[src/rtl/instr_encoder_loader.sv]
// -----------------------------------------------------------------------------
// instr_encoder_loader
//
// Boot/test-time program loader that sits in front of the instruction-memory
// write port. RV32I instruction fields arrive as bundles over valid/ready. Each
// bundle is packed into a 32-bit instruction word in a single encode stage.
// The words are then written to consecutive imem word addresses, starting at
// base_addr.
//
// Type codes: R=000 I=001 S=010 B=011 U=100 J=101. Codes 110/111 are illegal:
// the loader writes a NOP (0x00000013) in their place and raises err.
//
// Optional feature (macro IMM_RANGE_CHECK_EN):
//   When the macro is defined, immediates that do not fit their encoding are
//   flagged with err. Such a bundle is consumed but not written. When the macro
//   is undefined, out-of-range bits are silently truncated.
//
// Parameters:
//   ADDR_WIDTH  imem word-address width
//   DEPTH       maximum number of words written per load session
//
// Ports:
//   clk, rst_n         clock (rising edge); synchronous active-low reset
//   start, base_addr   begin a session at base_addr (sampled only in IDLE)
//   in_valid/in_ready  field bundle handshake; in_last marks the final bundle
//   in_type .. in_imm  instruction fields
//   imem_we/imem_ready imem write handshake; imem_addr/imem_wdata are the
//                      write address and data
//   count              words written this session
//   done               one-cycle pulse at session end
//   full               sticky: session ended by the DEPTH limit
//   err                sticky: illegal type (or immediate range violation)
// -----------------------------------------------------------------------------
module instr_encoder_loader #(
  parameter int ADDR_WIDTH = 10,
  parameter int DEPTH      = 1024
) (
  input  logic                  clk,
  input  logic                  rst_n,
  input  logic                  start,
  input  logic [ADDR_WIDTH-1:0] base_addr,
  input  logic                  in_valid,
  output logic                  in_ready,
  input  logic                  in_last,
  input  logic [2:0]            in_type,
  input  logic [6:0]            in_opcode,
  input  logic [2:0]            in_funct3,
  input  logic [6:0]            in_funct7,
  input  logic [4:0]            in_rd,
  input  logic [4:0]            in_rs1,
  input  logic [4:0]            in_rs2,
  input  logic [31:0]           in_imm,
  output logic                  imem_we,
  input  logic                  imem_ready,
  output logic [ADDR_WIDTH-1:0] imem_addr,
  output logic [31:0]           imem_wdata,
  output logic [ADDR_WIDTH:0]   count,
  output logic                  done,
  output logic                  full,
  output logic                  err
);

  localparam logic [1:0] ST_IDLE  = 2'd0;
  localparam logic [1:0] ST_RUN   = 2'd1;
  localparam logic [1:0] ST_DRAIN = 2'd2;
  localparam logic [1:0] ST_DONE  = 2'd3;

  localparam logic [ADDR_WIDTH:0] DEPTH_C = (ADDR_WIDTH+1)'(DEPTH);
  localparam logic [31:0]         NOP_C   = 32'h0000_0013;

  // Shift-immediate forms (slli/srli/srai) carry funct7 above a 5-bit shamt.
  function automatic logic is_shift(input logic [6:0] op, input logic [2:0] f3);
    return (op == 7'b0010011) && ((f3 == 3'b001) || (f3 == 3'b101));
  endfunction

  // Returns {illegal_type, word}.
  function automatic logic [32:0] encode_word(
    input logic [2:0]  typ,
    input logic [6:0]  op,
    input logic [2:0]  f3,
    input logic [6:0]  f7,
    input logic [4:0]  rd,
    input logic [4:0]  rs1,
    input logic [4:0]  rs2,
    input logic [31:0] imm
  );
    logic [31:0] w;
    logic        bad;
    w   = NOP_C;
    bad = 1'b0;
    case (typ)
      3'b000: w = {f7, rs2, rs1, f3, rd, op};
      3'b001: begin
        if (is_shift(op, f3)) begin
          w = {f7, imm[4:0], rs1, f3, rd, op};
        end else begin
          w = {imm[11:0], rs1, f3, rd, op};
        end
      end
      3'b010: w = {imm[11:5], rs2, rs1, f3, imm[4:0], op};
      3'b011: w = {imm[12], imm[10:5], rs2, rs1, f3, imm[4:1], imm[11], op};
      3'b100: w = {imm[31:12], rd, op};
      3'b101: w = {imm[20], imm[10:1], imm[11], imm[19:12], rd, op};
      default: begin
        w   = NOP_C;
        bad = 1'b1;
      end
    endcase
    return {bad, w};
  endfunction

`ifdef IMM_RANGE_CHECK_EN
  // True when every bit of the upper slice equals the sign, i.e. the value fits.
  function automatic logic sign_ok(input logic [31:0] v, input int msb_keep);
    logic all_one;
    logic all_zero;
    all_one  = 1'b1;
    all_zero = 1'b1;
    for (int b = 0; b < 32; b++) begin
      if (b >= msb_keep) begin
        all_one  = all_one & v[b];
        all_zero = all_zero & ~v[b];
      end else begin
        all_one  = all_one;
        all_zero = all_zero;
      end
    end
    return all_one | all_zero;
  endfunction

  function automatic logic imm_bad(input logic [2:0] typ, input logic [6:0] op,
                                   input logic [2:0] f3, input logic [31:0] imm);
    logic bad;
    bad = 1'b0;
    case (typ)
      3'b001: begin
        if (is_shift(op, f3)) begin
          bad = (imm[31:5] != 27'd0);
        end else begin
          bad = !sign_ok(imm, 11);
        end
      end
      3'b010: bad = !sign_ok(imm, 11);
      3'b011: bad = !sign_ok(imm, 12) || imm[0];
      3'b101: bad = !sign_ok(imm, 20) || imm[0];
      default: bad = 1'b0;
    endcase
    return bad;
  endfunction
`endif

  logic [1:0]            state_r;
  logic [1:0]            state_nxt_s;
  logic                  stage_valid_r;
  logic [ADDR_WIDTH-1:0] imem_addr_r;
  logic [31:0]           imem_wdata_r;
  logic [ADDR_WIDTH:0]   count_r;
  logic                  done_r;
  logic                  full_r;
  logic                  err_r;

  logic                  in_ready_s;
  logic                  accept_s;
  logic                  write_s;
  logic                  load_s;
  logic                  range_err_s;
  logic                  illegal_s;
  logic [31:0]           word_s;
  logic [ADDR_WIDTH:0]   count_nxt_s;
  logic                  stage_nxt_s;
  logic                  depth_hit_s;
  logic                  full_set_s;

  assign {illegal_s, word_s} = encode_word(in_type, in_opcode, in_funct3, in_funct7,
                                           in_rd, in_rs1, in_rs2, in_imm);

`ifdef IMM_RANGE_CHECK_EN
  assign range_err_s = imm_bad(in_type, in_opcode, in_funct3, in_imm);
`else
  assign range_err_s = 1'b0;
`endif

  // The stage may refill in the same cycle it drains, so readiness depends on imem_ready.
  assign in_ready_s = (state_r == ST_RUN) && (!stage_valid_r || imem_ready) &&
                      ((count_r + (ADDR_WIDTH+1)'(stage_valid_r)) < DEPTH_C);
  assign accept_s   = in_valid && in_ready_s;
  assign write_s    = stage_valid_r && imem_ready;
  assign load_s     = accept_s && !range_err_s;

  // Session progress as it will stand after this edge: words written plus the one pending.
  assign count_nxt_s = count_r + (ADDR_WIDTH+1)'(write_s);
  assign stage_nxt_s = load_s || (stage_valid_r && !write_s);
  assign depth_hit_s = ((count_nxt_s + (ADDR_WIDTH+1)'(stage_nxt_s)) == DEPTH_C);

  // Next-state and DEPTH-limit decision for the session FSM.
  always_comb begin
    state_nxt_s = state_r;
    full_set_s  = 1'b0;
    case (state_r)
      ST_IDLE: begin
        if (start) begin
          state_nxt_s = ST_RUN;
        end else begin
          state_nxt_s = ST_IDLE;
        end
      end
      ST_RUN: begin
        if (accept_s && in_last) begin
          state_nxt_s = ST_DRAIN;
        end else if (depth_hit_s) begin
          state_nxt_s = ST_DRAIN;
          full_set_s  = 1'b1;
        end else begin
          state_nxt_s = ST_RUN;
        end
      end
      ST_DRAIN: begin
        if (!stage_nxt_s) begin
          state_nxt_s = ST_DONE;
        end else begin
          state_nxt_s = ST_DRAIN;
        end
      end
      ST_DONE: state_nxt_s = ST_IDLE;
      default: state_nxt_s = ST_IDLE;
    endcase
  end

  // Session state, encode stage, write address/count and status flags.
  always_ff @(posedge clk) begin
    if (!rst_n) begin
      state_r       <= ST_IDLE;
      stage_valid_r <= 1'b0;
      imem_addr_r   <= '0;
      imem_wdata_r  <= 32'h0000_0000;
      count_r       <= '0;
      done_r        <= 1'b0;
      full_r        <= 1'b0;
      err_r         <= 1'b0;
    end else begin
      state_r <= state_nxt_s;
      done_r  <= (state_nxt_s == ST_DONE);

      if (load_s) begin
        stage_valid_r <= 1'b1;
        imem_wdata_r  <= word_s;
      end else if (write_s) begin
        stage_valid_r <= 1'b0;
      end

      if ((state_r == ST_IDLE) && start) begin
        imem_addr_r <= base_addr;
        count_r     <= '0;
        full_r      <= 1'b0;
        err_r       <= 1'b0;
      end else begin
        if (write_s) begin
          imem_addr_r <= imem_addr_r + ADDR_WIDTH'(1);
          count_r     <= count_nxt_s;
        end
        if (full_set_s) begin
          full_r <= 1'b1;
        end
        if (accept_s && (illegal_s || range_err_s)) begin
          err_r <= 1'b1;
        end
      end
    end
  end

  assign in_ready   = in_ready_s;
  assign imem_we    = stage_valid_r;
  assign imem_addr  = imem_addr_r;
  assign imem_wdata = imem_wdata_r;
  assign count      = count_r;
  assign done       = done_r;
  assign full       = full_r;
  assign err        = err_r;

endmodule

[config.mk]
export PLATFORM = sky130hd
export DESIGN_NAME = instr_encoder_loader
export DESIGN_NICKNAME = d
export VERILOG_FILES = /design/src/rtl/instr_encoder_loader.sv
export SDC_FILE = /design/constraint.sdc
export NUM_CORES = 1
export LEC_CHECK = 0
export BUFFER_PORTS_ARGS = -buffer_cell sky130_fd_sc_hd__buf_4
export CORE_ASPECT_RATIO = 0.8
export CORE_MARGIN = 8
export CORE_UTILIZATION = 44
export DETAILED_ROUTE_END_ITERATION = 6
export HOLD_SLACK_MARGIN = 0.15
export PLACE_DENSITY = 0.82
export SKIP_LAST_GASP = 1
export SLEW_MARGIN = 10
export SYNTH_ARGS = -nofsm -noshare
export SYNTH_HDL_FRONTEND = slang
export SYNTH_SLANG_ARGS = --single-unit
[constraint.sdc]
create_clock -name clk -period 3.76 [get_ports clk]
set_clock_uncertainty 0.1 [all_clocks]
set_input_delay 0.188 -clock clk [delete_from_list [all_inputs] [get_ports clk]]
set_output_delay 0.188 -clock clk [all_outputs]
set_load 0.02 [all_outputs]
==> metrics <==
DR vias=3850; H-Tree Depth=3; CP Buf/Inv Count=0; # IOs=141; wire length per cell=18.2 µm; worst min-delay path category=in -> reg; final hold viol count=0; DR iter-0 viols=271; most common cell after layout, fill and taps aside=buf_4; post-synthesis cell type count=59; Tot GR Track Use=0.215; Yosys Warn Count=0; Final HPWL DP=8330 µm; Slew Viols, Final=0; Max-slew headroom=0.329; Via density=5.63; layout cells sized above 1=0.318; register area=0.00119 mm²; outcome=finished, final reports clean; Synth Register Bits=59; TritonCTS clock tree=yes; largest net degree at the start of global routing=69; utilization after layout=0.706; crit-path most repeated cell=a21o_1; die width=114 µm; Top delay family on crit path=compound AO/OA/AOI/OAI gates; clk sinks=59; Max Fanout on Critical Path=10; Root Buffer=clkbuf_8; Leakage=0.00255 µW; Final period util=0.926; max-cap viol count=0; die area=0.0108 mm²; syn_nets=484; Fin Setup TNS=0 ns; FILL cells=603; Req. time, crit path=3.89 ns; Setup violations, final=0; synth-to-layout area growth=54.8%; gp weighted congestion=0.886; GR Overflow Total=0; initial antenna violation count=0; cell count after synthesis=396; mapped cell area=0.00339 mm²; hold path startpoint=in_imm[28]; most frequent cells in the layout=147 x buf_4, 53 x nand2_1, 52 x dfxtp_1; Final ANT Viol Nets=0; Post-synth top flop=dfxtp_1; crit start category=flip-flop; DRC Markers=0; post-synthesis sequential area ratio=0.349; RSZ-0062 raised after global routing=false; quantity of I/O buffers inserted on ports=140; Cell Pwr Density=355 mW/mm²; f_max=287 MHz; Max stage delay on crit path=0.42 ns; Post-synth EDFFs=0; crit path DAT=3.61 ns; deepest clock path buffer count=2; Cell Rows=28; r2r startpoint=count[4]; ant diodes=0; Post-Syn Area per Cell=8.56 µm²; total CTS buffers=9; Crit Path Category=reg -> reg; ys async rst share=0; Layout Nets=662; die height=94.5 µm; Worst Max-Slew Pin Slew=1.00 ns; Clock transition at path regs=0.07 ns; Clock Latency Late Sink=0.33 ns; Worst path slowest cell=dfxtp_4; Setup crit start=count[4]; DRT Pass-1 Iters=5; vias in the first global route=3728; core area=0.00743 mm²; VDD IR-drop max=0.223 mV; type of destination of the critical path=flip-flop; wire length of the first global-routing pass=18800 µm; final WL=12400 µm; Multi-input gate area=0.00203 mm²; post-route minimum period=3.48 ns; Starting Density=0.456; crit-path cells=nand4_4, o31ai_4, a21oi_1, o21a_1, and2_2, a21o_1, ha_1, ha_2, nand2_2, nor3_1, or2_2, o22a_1, nor4_2, o21ai_1, a21o_1
cells in the mapped netlist (4+ instances only):
cell,count,area [µm²]
a21oi_1,15,75.1
a222oi_1,7,70.1
a22oi_1,17,128
buf_2,5,25.0
buf_6,6,67.6
clkbuf_1,16,60.1
dfxtp_1,59,1180
ha_1,5,62.6
inv_1,8,30.0
nand2_1,54,203
nand2b_1,4,25.0
nand3_1,17,85.1
nand4_1,6,37.5
nor2_1,21,78.8
nor2b_1,6,37.5
nor3_1,9,45.0
nor4_1,8,50.1
o211a_1,38,380
o211ai_1,7,52.6
o21ai_0,6,30.0
xnor2_1,18,158
xor2_1,8,70.1
routing by layer:
layer | vias up | wire length, µm | share of wire | GRT usage
met5 | - | 0 | 0 | 0
met4 | 0 | 329 | 0.026 | 0.0829
met3 | 27 | 909 | 0.073 | 0.0529
met2 | 166 | 6170 | 0.50 | 0.372
met1 | 1833 | 5010 | 0.40 | 0.254
li1 | 1824 | - | - | -
repair_timing:
action / in CTS / in global routing
endpoints found under the hold margin: 36 / 1
buffers inserted: 1 / 0
hold buffers: 49 / 1
endpoints found under the setup margin: 1 / 3
resized for setup: 0 / 12
cloned: 0 / 0
pin swaps: 1 / 1
worst min-delay path: stages:
cell      delay (ns)
buf_4           0.08
a222oi_1        0.08
nand2_1         0.09
o211a_1         0.14
path summary, 6_finish.rpt:
kind | slack (ns) | to | cells past startpoint
max | 0.28 | state_r[0] | 15
min | 0.17 | imem_wdata[28] | 4
max reg2reg | 0.28 | state_r[0] | 15
min reg2reg | 0.37 | imem_wdata[6] | 2
report_power, final:
group	switching, µW	internal [µW]	total [µW]
clock	258	446	704
combinational	221	227	448
sequential	36.3	671	708
total	515	1340	1860
logic make-up (layout without fill, tap and decap cells):
family	Yosys count	count (layout)	synth area share
simple gates	148	148	0.222
compound gates	117	117	0.277
flops	59	59	0.349
buf+inv	39	222	0.0606
xor+xnor	26	26	0.0672
fa+ha+maj	5	5	0.0185
mux	2	2	0.00628
metrics by stage:
stage          hold WS (ns)  setup slack [ns]  total power (µW)  cell area [µm²]  instances
2_1_floorplan         0.224           0.00649               934             3400        396
3_3_place_gp          0.328             0.260              1100             4450        617
3_5_place_dp          0.334           0.00890              1110             4450        617
4_1_cts               0.158            0.0363              1860             5200        683
5_1_grt               0.182            0.0387              1940             5250        684
6_report              0.171             0.276              1860             5250        684
flip-flops by register name, indices dropped and copies added (netlist names):
name,flops
state_r,2
done,1
imem_wdata,32
full,1
imem_we,1
count,11
imem_addr,10
err,1
layout make-up:
class,instances,share of cell area
multi-input cells,298,0.388
flip-flops and latches,59,0.228
clock buffers,13,0.0341
inverters,9,0.00644
repair buffers,197,0.306
well taps,105,0.0250
clock inverters,3,0.0129
(Power assumes the default switching activity.)
